<file path="config.mk">
export PLATFORM = sky130hd
export DESIGN_NAME = mux_scan
export DESIGN_NICKNAME = d
export VERILOG_FILES = /design/src/rtl/mux_scan.sv
export SDC_FILE = /design/constraint.sdc
export NUM_CORES = 1
export LEC_CHECK = 0
export BUFFER_PORTS_ARGS = -buffer_cell sky130_fd_sc_hd__buf_2
export CORE_MARGIN = 2
export CORE_UTILIZATION = 47
export CTS_CLUSTER_DIAMETER = 150
export DETAILED_ROUTE_END_ITERATION = 10
export GPL_TIMING_DRIVEN = 0
export PLACE_DENSITY = 0.77
export SLEW_MARGIN = 20
export SYNTH_ARGS = -nofsm -noshare
export SYNTH_HDL_FRONTEND = slang
export SYNTH_SLANG_ARGS = --single-unit
export TNS_END_PERCENT = 10
</file>
<file path="constraint.sdc">
create_clock -name clk -period 3.17 [get_ports clk]
set_clock_uncertainty 0.15 [all_clocks]
set_input_delay 0.951 -clock clk [delete_from_list [all_inputs] [get_ports clk]]
set_output_delay 0.951 -clock clk [all_outputs]
set_load 0.01 [all_outputs]
</file>
<file path="src/rtl/mux_scan.sv">
// Registered N-to-1 multiplexer with a valid/ready output stage.
// Direct mode selects by sel; scan mode walks the channels enabled by mask.
module mux_scan #(
  parameter int CHANNELS = 16,
  parameter int WIDTH = 1,
  localparam int SEL_W = $clog2(CHANNELS)
) (
  input  logic                      clk,
  input  logic                      rst,
  input  logic [CHANNELS*WIDTH-1:0] A,
  input  logic                      enable,
  input  logic                      mode,
  input  logic [SEL_W-1:0]          sel,
  input  logic [CHANNELS-1:0]       mask,
  output logic [WIDTH-1:0]          Y,
  output logic [SEL_W-1:0]          y_ch,
  output logic                      y_last,
  output logic                      y_valid,
  input  logic                      y_ready
);

  typedef enum logic {IDLE = 1'b0, FULL = 1'b1} state_t;

  state_t             state_r, state_nx_s;
  logic               mode_r;
  logic [SEL_W-1:0]   ptr_r;
  logic [SEL_W-1:0]   lo_s, hi_s, top_s, cand_s, pick_s, ptr_nx_s;
  logic               lo_found_s, hi_found_s;
  logic               avail_s, mode_sw_s, load_s, capture_s;
  logic [WIDTH-1:0]   data_s;

  // Scan candidate: first set bit at or above ptr, else wrap to the lowest set bit.
  always_comb begin
    lo_s       = {SEL_W{1'b0}};
    hi_s       = {SEL_W{1'b0}};
    top_s      = {SEL_W{1'b0}};
    lo_found_s = 1'b0;
    hi_found_s = 1'b0;
    for (int i = 0; i < CHANNELS; i++) begin
      if (mask[i]) begin
        if (!lo_found_s) begin
          lo_s       = SEL_W'(i);
          lo_found_s = 1'b1;
        end else begin
          lo_s = lo_s;
        end
        if (!hi_found_s && (i >= int'(ptr_r))) begin
          hi_s       = SEL_W'(i);
          hi_found_s = 1'b1;
        end else begin
          hi_s = hi_s;
        end
        top_s = SEL_W'(i);
      end else begin
        top_s = top_s;
      end
    end
    cand_s   = hi_found_s ? hi_s : lo_s;
    ptr_nx_s = (cand_s == SEL_W'(CHANNELS - 1)) ? {SEL_W{1'b0}} : cand_s + SEL_W'(1);
  end

  // Channel data mux; an out-of-range index yields zero.
  always_comb begin
    pick_s = mode ? cand_s : sel;
    data_s = {WIDTH{1'b0}};
    for (int i = 0; i < CHANNELS; i++) begin
      if (pick_s == SEL_W'(i)) begin
        data_s = A[i*WIDTH +: WIDTH];
      end else begin
        data_s = data_s;
      end
    end
  end

  // Capture qualification and output-stage next state.
  always_comb begin
    mode_sw_s  = (mode != mode_r);
    avail_s    = ~mode | (|mask);
    load_s     = enable & (~y_valid | y_ready);
    capture_s  = load_s & avail_s & ~mode_sw_s;
    state_nx_s = state_r;
    case (state_r)
      IDLE: begin
        if (capture_s) state_nx_s = FULL;
        else           state_nx_s = IDLE;
      end
      FULL: begin
        if (capture_s)    state_nx_s = FULL;
        else if (y_ready) state_nx_s = IDLE;
        else              state_nx_s = FULL;
      end
      default: state_nx_s = IDLE;
    endcase
  end

  assign y_valid = (state_r == FULL);

  // State, pointer and output registers.
  always_ff @(posedge clk) begin
    if (rst) begin
      state_r <= IDLE;
      mode_r  <= 1'b0;
      ptr_r   <= {SEL_W{1'b0}};
      Y       <= {WIDTH{1'b0}};
      y_ch    <= {SEL_W{1'b0}};
      y_last  <= 1'b0;
    end else begin
      state_r <= state_nx_s;
      mode_r  <= mode;
      if (mode_sw_s) begin
        ptr_r <= {SEL_W{1'b0}};
      end else if (capture_s && mode) begin
        ptr_r <= ptr_nx_s;
      end else begin
        ptr_r <= ptr_r;
      end
      if (capture_s) begin
        Y      <= data_s;
        y_ch   <= pick_s;
        y_last <= mode & (cand_s == top_s);
      end else begin
        Y      <= Y;
        y_ch   <= y_ch;
        y_last <= y_last;
      end
    end
  end

endmodule

</file>
==> metrics.md, run 1 <==
| Metric | Value |
|---|---|
| WHS Endpoint | `y_ch[0]` |
| # clock sinks | `12` |
| Max_cap viols | `0` |
| Antenna violations before repair | `0` |
| Initial DRC count | `134` |
| Vias/cell | `6.00` |
| Final period util | `108%` |
| Asr flop ratio synth | `0%` |
| GRT Total Usage | `25.8%` |
| Rel. slew slack | `64.5%` |
| 1st-pass router iterations | `4` |
| Vias in the first global route | `1669` |
| Synth Register Bits | `12` |
| Max Clock Freq | `293 MHz` |
| EDFF count, synth | `0` |
| Hold path depth | `2` |
| Max Buffers Root-to-Sink | `2` |
| Outcome | `finished with violations` |
| Final Cell Area | `1930 um2` |
| Setup Total Neg Slack | `-0.257 ns` |
| Finished Core Util | `62.7%` |
| Pwr dens | `243 nW/um2` |
| Antenna Nets Post-Route | `0` |
| Hold Crit Class | `reg2reg` |
| Synth unique cells | `66` |
| DP Area | `1810 um2` |
| Yosys warnings | `0` |
| Layout net count | `305` |
| Congestion Overflow GR | `0` |
| Setup crit end kind | `register` |
| Main synth FF type | `dfxtp_1` |
| Commonest non-fill, non-tap cells in the layout | `buf_2 (46), nor2_1 (23), nand2_1 (18), inv_1 (15), a21oi_1 (15)` |
| Endpoints failing setup | `2` |
| Global-route wire length before repair | `7290 um` |
| Slew of the pin with the lowest slew margin | `0.529 ns` |
| WHS | `0.353 ns` |
| Area growth syn-to-layout | `26.5%` |
| Startpoint Class | `primary input` |
| Leak Pwr | `0.774 nW` |
| Final Wtd Congestion | `0.958` |
| Max-slew violations | `0` |
| Worst reg2reg path depth | `11` |
| CORE AREA | `3080 um2` |
| Most common cell after layout, fill and taps aside | `buf_2` |
| TritonCTS buffer count | `3` |
| VDD IR max | `0.000225 V` |
| Clk_lat worst skew | `0.27 ns` |
| Worst Path Required | `3.17 ns` |
| Hold Startpoint | `y_ch[0]` |
| Final Critical Period | `3.41 ns` |
| Port Buf Inserts | `45` |
| Htree depth | `1` |
| Via count | `1836` |
| Critical Path Start | `mask[7]` |
| Ant. Diodes | `0` |
| Row cnt | `20` |
| Area of the mapped netlist | `1530 um2` |
| Residual DRC | `0` |
| Die height | `61.0 um` |
| CTS tree | `built` |
| Largest net degree at the start of global routing | `11` |
| Post-Route WL | `4490 um` |
| WP data arrival | `3.41 ns` |
| IO Count | `48` |
| Syn Inst Count | `211` |
| Root Buffer | `clkbuf_4` |
| Final WS setup | `-0.241 ns` |
| Syn avg cell area | `7.23 um2` |
| CP Class | `in2reg` |
| Die area | `3720 um2` |
| Post-CTS Hold Fix Bufs | `0` |
| CP Max Fanout | `7` |
| R2r startpoint | `ptr_r[2]` |
| FF-to-FF setup slack | `-0.05 ns` |
| Failing checks | `setup timing` |
| R2R Path End | `Y` |
| Syn Nets | `253` |
| Share of layout cells above drive strength 1 | `32.4%` |
| Chip Width | `61.0 um` |
| Clock-pin slew on the worst setup and hold paths | `0.07 ns` |
| Pre-CTS setup slack | `-0.656 ns` |
| RSZ-0062 raised after global routing | `true` |
| HPWL after DPL | `3490 um` |
| Starting density of the core | `49.6%` |
| Post-synthesis sequential area ratio | `15.7%` |
| Wire per inst | `14.7 um` |
| Hold Vio Cnt, Final | `0` |
## worst max-delay path, cell delays in order
cell,delay [ns]
clkbuf_4,0.16
or4_1,0.52
o221a_1,0.25
o2111ai_2,0.23
a2111oi_4,0.12
o31a_1,0.28
or3_1,0.31
a311o_1,0.34
a41oi_2,0.20
a211oi_1,0.06
## through the flow
step / power [mW] / instances
finish: 0.470 / 306
global route: 0.501 / 306
CTS: 0.465 / 306
floorplan: 0.277 / 211
detailed placement: 0.338 / 300
global placement: 0.336 / 300
## Yosys cell counts (all sizes together) (5+ instances only)
master | n | area share, %
nor2 | 23 | 5.7
nand2 | 19 | 4.7
inv | 17 | 4.2
a21oi | 16 | 5.2
o21ai | 13 | 5.0
dfxtp | 12 | 16
buf | 7 | 2.5
nand4 | 7 | 2.9
mux2i | 6 | 3.9
nand3 | 6 | 2.0
o311ai | 5 | 3.9
## cells by family (layout without fill, tap and decap cells)
kind of cell,Yosys count,in the layout,share of synthesized area [%]
and+or+nand+nor,85,85,30.3
buffers and inverters,26,77,7.13
muxes,6,6,3.93
DFF,12,12,15.7
xor gates and xnor gates,3,3,1.72
AOI/OAI and AO/OA,78,78,40.3
adders and majority gates,1,1,0.820
## area by class of cell
class / instances / area (um2)
tap: 44 / 55.1
inverter: 17 / 63.8
sequential: 12 / 240
fill: 302 / 1150
multi-input combinational: 173 / 1240
timing repair buffer: 47 / 246
buffer: 9 / 47.5
clock buffer: 4 / 36.3
## flip-flops by register name, summed over array words and instances (netlist names)
name     count
ptr_r        4
y_valid      1
y_last       1
Y            1
y_ch         4
mode_r       1
## routing by layer
metal / wire length (um) / part of all wire, % / track usage, %
met4: 48 / 1.1 / 4.97
met3: 409 / 9.1 / 4.26
met5: 0 / 0 / 0
met1: 2010 / 45 / 36.0
met2: 2020 / 45 / 42.1
## worst max path at each step
stage          to  slack (ns)
2_1_floorplan   Y       -0.19
3_3_place_gp    Y       -0.63
3_5_place_dp    Y       -0.66
4_1_cts         Y       -0.19
5_1_grt         Y       -0.35
6_report        Y       -0.24
## what timing repair did
| action | 4_1_cts | 5_1_grt |
|---|---|---|
| pin swaps | 2 | 9 |
| setup endpoints to repair | 3 | 5 |
| buffers inserted | 2 | 0 |
| gates resized for setup | 3 | 9 |
## report_power, final
part           internal [mW]  total (mW)  switching, mW
Clock                 0.0699       0.120         0.0502
Combinational         0.0826       0.189          0.107
Sequential             0.157       0.160        0.00348
Total                  0.309       0.470          0.160
Power figures use the tool's default switching activity.
==> run 2: changes to the inputs <==
==> constraint.sdc (replaced) <==
create_clock -name clk -period 3.17 [get_ports clk]
set_clock_uncertainty 0.15 [all_clocks]
set_input_delay 0.1585 -clock clk [delete_from_list [all_inputs] [get_ports clk]]
set_output_delay 0.1585 -clock clk [all_outputs]
set_load 0.01 [all_outputs]
==> run 2 against run 1 <==
Effect of this change:
- the run now ends clean
- critical path type is now reg2reg
- total power down 0.80%
- combinational power about the same
- sequential power about the same
- maximum frequency up 12%
- via count up 0.60%
- setup slack better by 0.35 ns
==> metrics.md, run 2 (synthesis results as in run 1) <==
| Metric | Value |
|---|---|
| Commonest non-fill, non-tap cells in the layout | `buf_2 (47), nor2_1 (23), nand2_1 (18), inv_1 (15), a21oi_1 (15)` |
| Pre-CTS setup slack | `0.0690 ns (+0.724 ns)` |
| TritonCTS buffer count | `3 (unchanged)` |
| Setup Total Neg Slack | `0 ns (+0.257 ns)` |
| Outcome | `finished, final reports clean` |
| Rel. slew slack | `43.8% (-21 points)` |
| Vias/cell | `6.02 (+0.27%)` |
| Die area | `3720 um2 (unchanged)` |
| Hold path depth | `3 (+1)` |
| CTS tree | `built` |
| CORE AREA | `3080 um2 (unchanged)` |
| Via count | `1847 (+0.60%)` |
| Worst reg2reg path depth | `10 (-1)` |
| FF-to-FF setup slack | `0.11 ns (+0.16 ns)` |
| Antenna Nets Post-Route | `0 (unchanged)` |
| Antenna violations before repair | `0 (unchanged)` |
| Clock-pin slew on the worst setup and hold paths | `0.08 ns (about the same)` |
| CP Max Fanout | `10 (+3)` |
| Finished Core Util | `62.0% (-0.73 points)` |
| Endpoints failing setup | `0 (-2)` |
| Worst Path Required | `3.17 ns (about the same)` |
| Residual DRC | `0 (unchanged)` |
| Max_cap viols | `0 (unchanged)` |
| Leak Pwr | `0.787 nW (+1.7%)` |
| Final period util | `96.5% (-11 points)` |
| Root Buffer | `clkbuf_4` |
| Pwr dens | `244 nW/um2 (+0.37%)` |
| Biggest regs | `ptr_r: 4 flops, y_ch: 4 flops` |
| HPWL after DPL | `3440 um (-1.4%)` |
| R2R Path End | `Y` |
| GRT Total Usage | `23.9% (-1.9 points)` |
| Final Wtd Congestion | `0.940 (-1.9%)` |
| Startpoint Class | `register` |
| VDD IR max | `0.000222 V (-1.5%)` |
| Max-slew violations | `0 (unchanged)` |
| Max Clock Freq | `327 MHz (+12%)` |
| Max Buffers Root-to-Sink | `2 (unchanged)` |
| Largest net degree at the start of global routing | `11 (unchanged)` |
| Ant. Diodes | `0 (unchanged)` |
| Slew of the pin with the lowest slew margin | `0.835 ns (+0.306 ns)` |
| Congestion Overflow GR | `0 (unchanged)` |
| Vias in the first global route | `1522 (-8.8%)` |
| Clk_lat worst skew | `0.27 ns (about the same)` |
| Chip Width | `61.0 um (unchanged)` |
| Die height | `61.0 um (unchanged)` |
| Global-route wire length before repair | `6770 um (-7.2%)` |
| Post-Route WL | `4480 um (-0.13%)` |
| IO Count | `48 (unchanged)` |
| Hold Startpoint | `y_ready` |
| Wire per inst | `14.6 um (-0.46%)` |
| Final WS setup | `0.112 ns (+0.353 ns)` |
| Share of layout cells above drive strength 1 | `32.3% (-0.12 points)` |
| Row cnt | `20 (unchanged)` |
| Initial DRC count | `127 (-5.2%)` |
| Port Buf Inserts | `45 (unchanged)` |
| DP Area | `1810 um2 (-0.35%)` |
| Final Critical Period | `3.06 ns (-0.353 ns)` |
| Final Cell Area | `1910 um2 (-1.2%)` |
| Layout net count | `306 (+0.33%)` |
| Starting density of the core | `49.6% (unchanged)` |
| WP data arrival | `3.06 ns (-0.35 ns)` |
| Most common cell after layout, fill and taps aside | `buf_2` |
| 1st-pass router iterations | `5 (+1)` |
| Htree depth | `1 (unchanged)` |
| Post-CTS Hold Fix Bufs | `0 (unchanged)` |
| Setup crit end kind | `register` |
| WHS Endpoint | `y_valid` |
| # clock sinks | `12 (unchanged)` |
| CP Class | `reg2reg` |
| Hold Vio Cnt, Final | `0 (unchanged)` |
| Area growth syn-to-layout | `25.0%` |
| Hold Crit Class | `in2reg` |
| R2r startpoint | `ptr_r[1]` |
## run 2: changes by cell type in the layout (fill, tap and decap cells not counted), sizes merged
cell,change
buf,+1
## run 2: power breakdown
group / internal, mW / total (mW) / switching, mW
Clock: 0.0698 / 0.120 / 0.0506
Sequential: 0.157 / 0.160 / 0.00325
Combinational: 0.0808 / 0.186 / 0.105
Total: 0.308 / 0.466 / 0.159
## run 2: worst max path at each step
| stage | from | endpoint | slack [ns] | cells past startpoint |
|---|---|---|---|---|
| 6_report | ptr_r[1] | Y | 0.11 | 10 |
| 4_1_cts | ptr_r[1] | Y | 0.06 | 10 |
| 3_3_place_gp | ptr_r[1] | Y | 0.08 | 10 |
| 3_5_place_dp | ptr_r[1] | Y | 0.07 | 10 |
| 5_1_grt | ptr_r[2] | Y | -0.04 | 12 |
| 2_1_floorplan | ptr_r[1] | Y | 0.38 | 9 |
## run 2: critical path, cell delays in order, from the launching register on
cell	delay, ns
dfxtp_1	0.40
clkbuf_4	0.24
inv_2	0.07
o211ai_1	0.22
nand2_2	0.19
or4_4	0.58
a22oi_4	0.21
o21ai_4	0.11
or4b_4	0.52
a41oi_2	0.17
a211oi_1	0.06
## run 2: routing by layer
metal	GRT usage (%)	share of wire, %	routed length [um]	vias to the layer above
met5	0	0	0	-
met4	1.86	1.5	68	0
met3	3.84	9.0	405	14
met2	39.0	45	2000	117
met1	34.6	45	2010	813
li1	-	-	-	903
## run 2: final cells by class
cell class	instances	area (um2)
Multi-Input combinational cell	173	1220
Fill cell	302	1170
Timing Repair Buffer	48	248
Sequential cell	12	240
Inverter	17	63.8
Tap cell	44	55.1
Buffer	9	47.5
Clock buffer	4	36.3
## run 2: per-stage QoR
stage	total power, mW	std cells	hold WS (ns)
after floorplan	0.276	211	0.211
after global placement	0.334	300	0.312
after detailed placement	0.336	300	0.323
after CTS	0.457	304	0.0315
after global routing	0.499	307	0.0304
final	0.466	307	0.0386
## run 2: repair_timing
item	4_1_cts	5_1_grt
setup endpoints to repair	0	1
resized for setup	0	10
hold endpoints to repair	0	0
buffers inserted	0	3
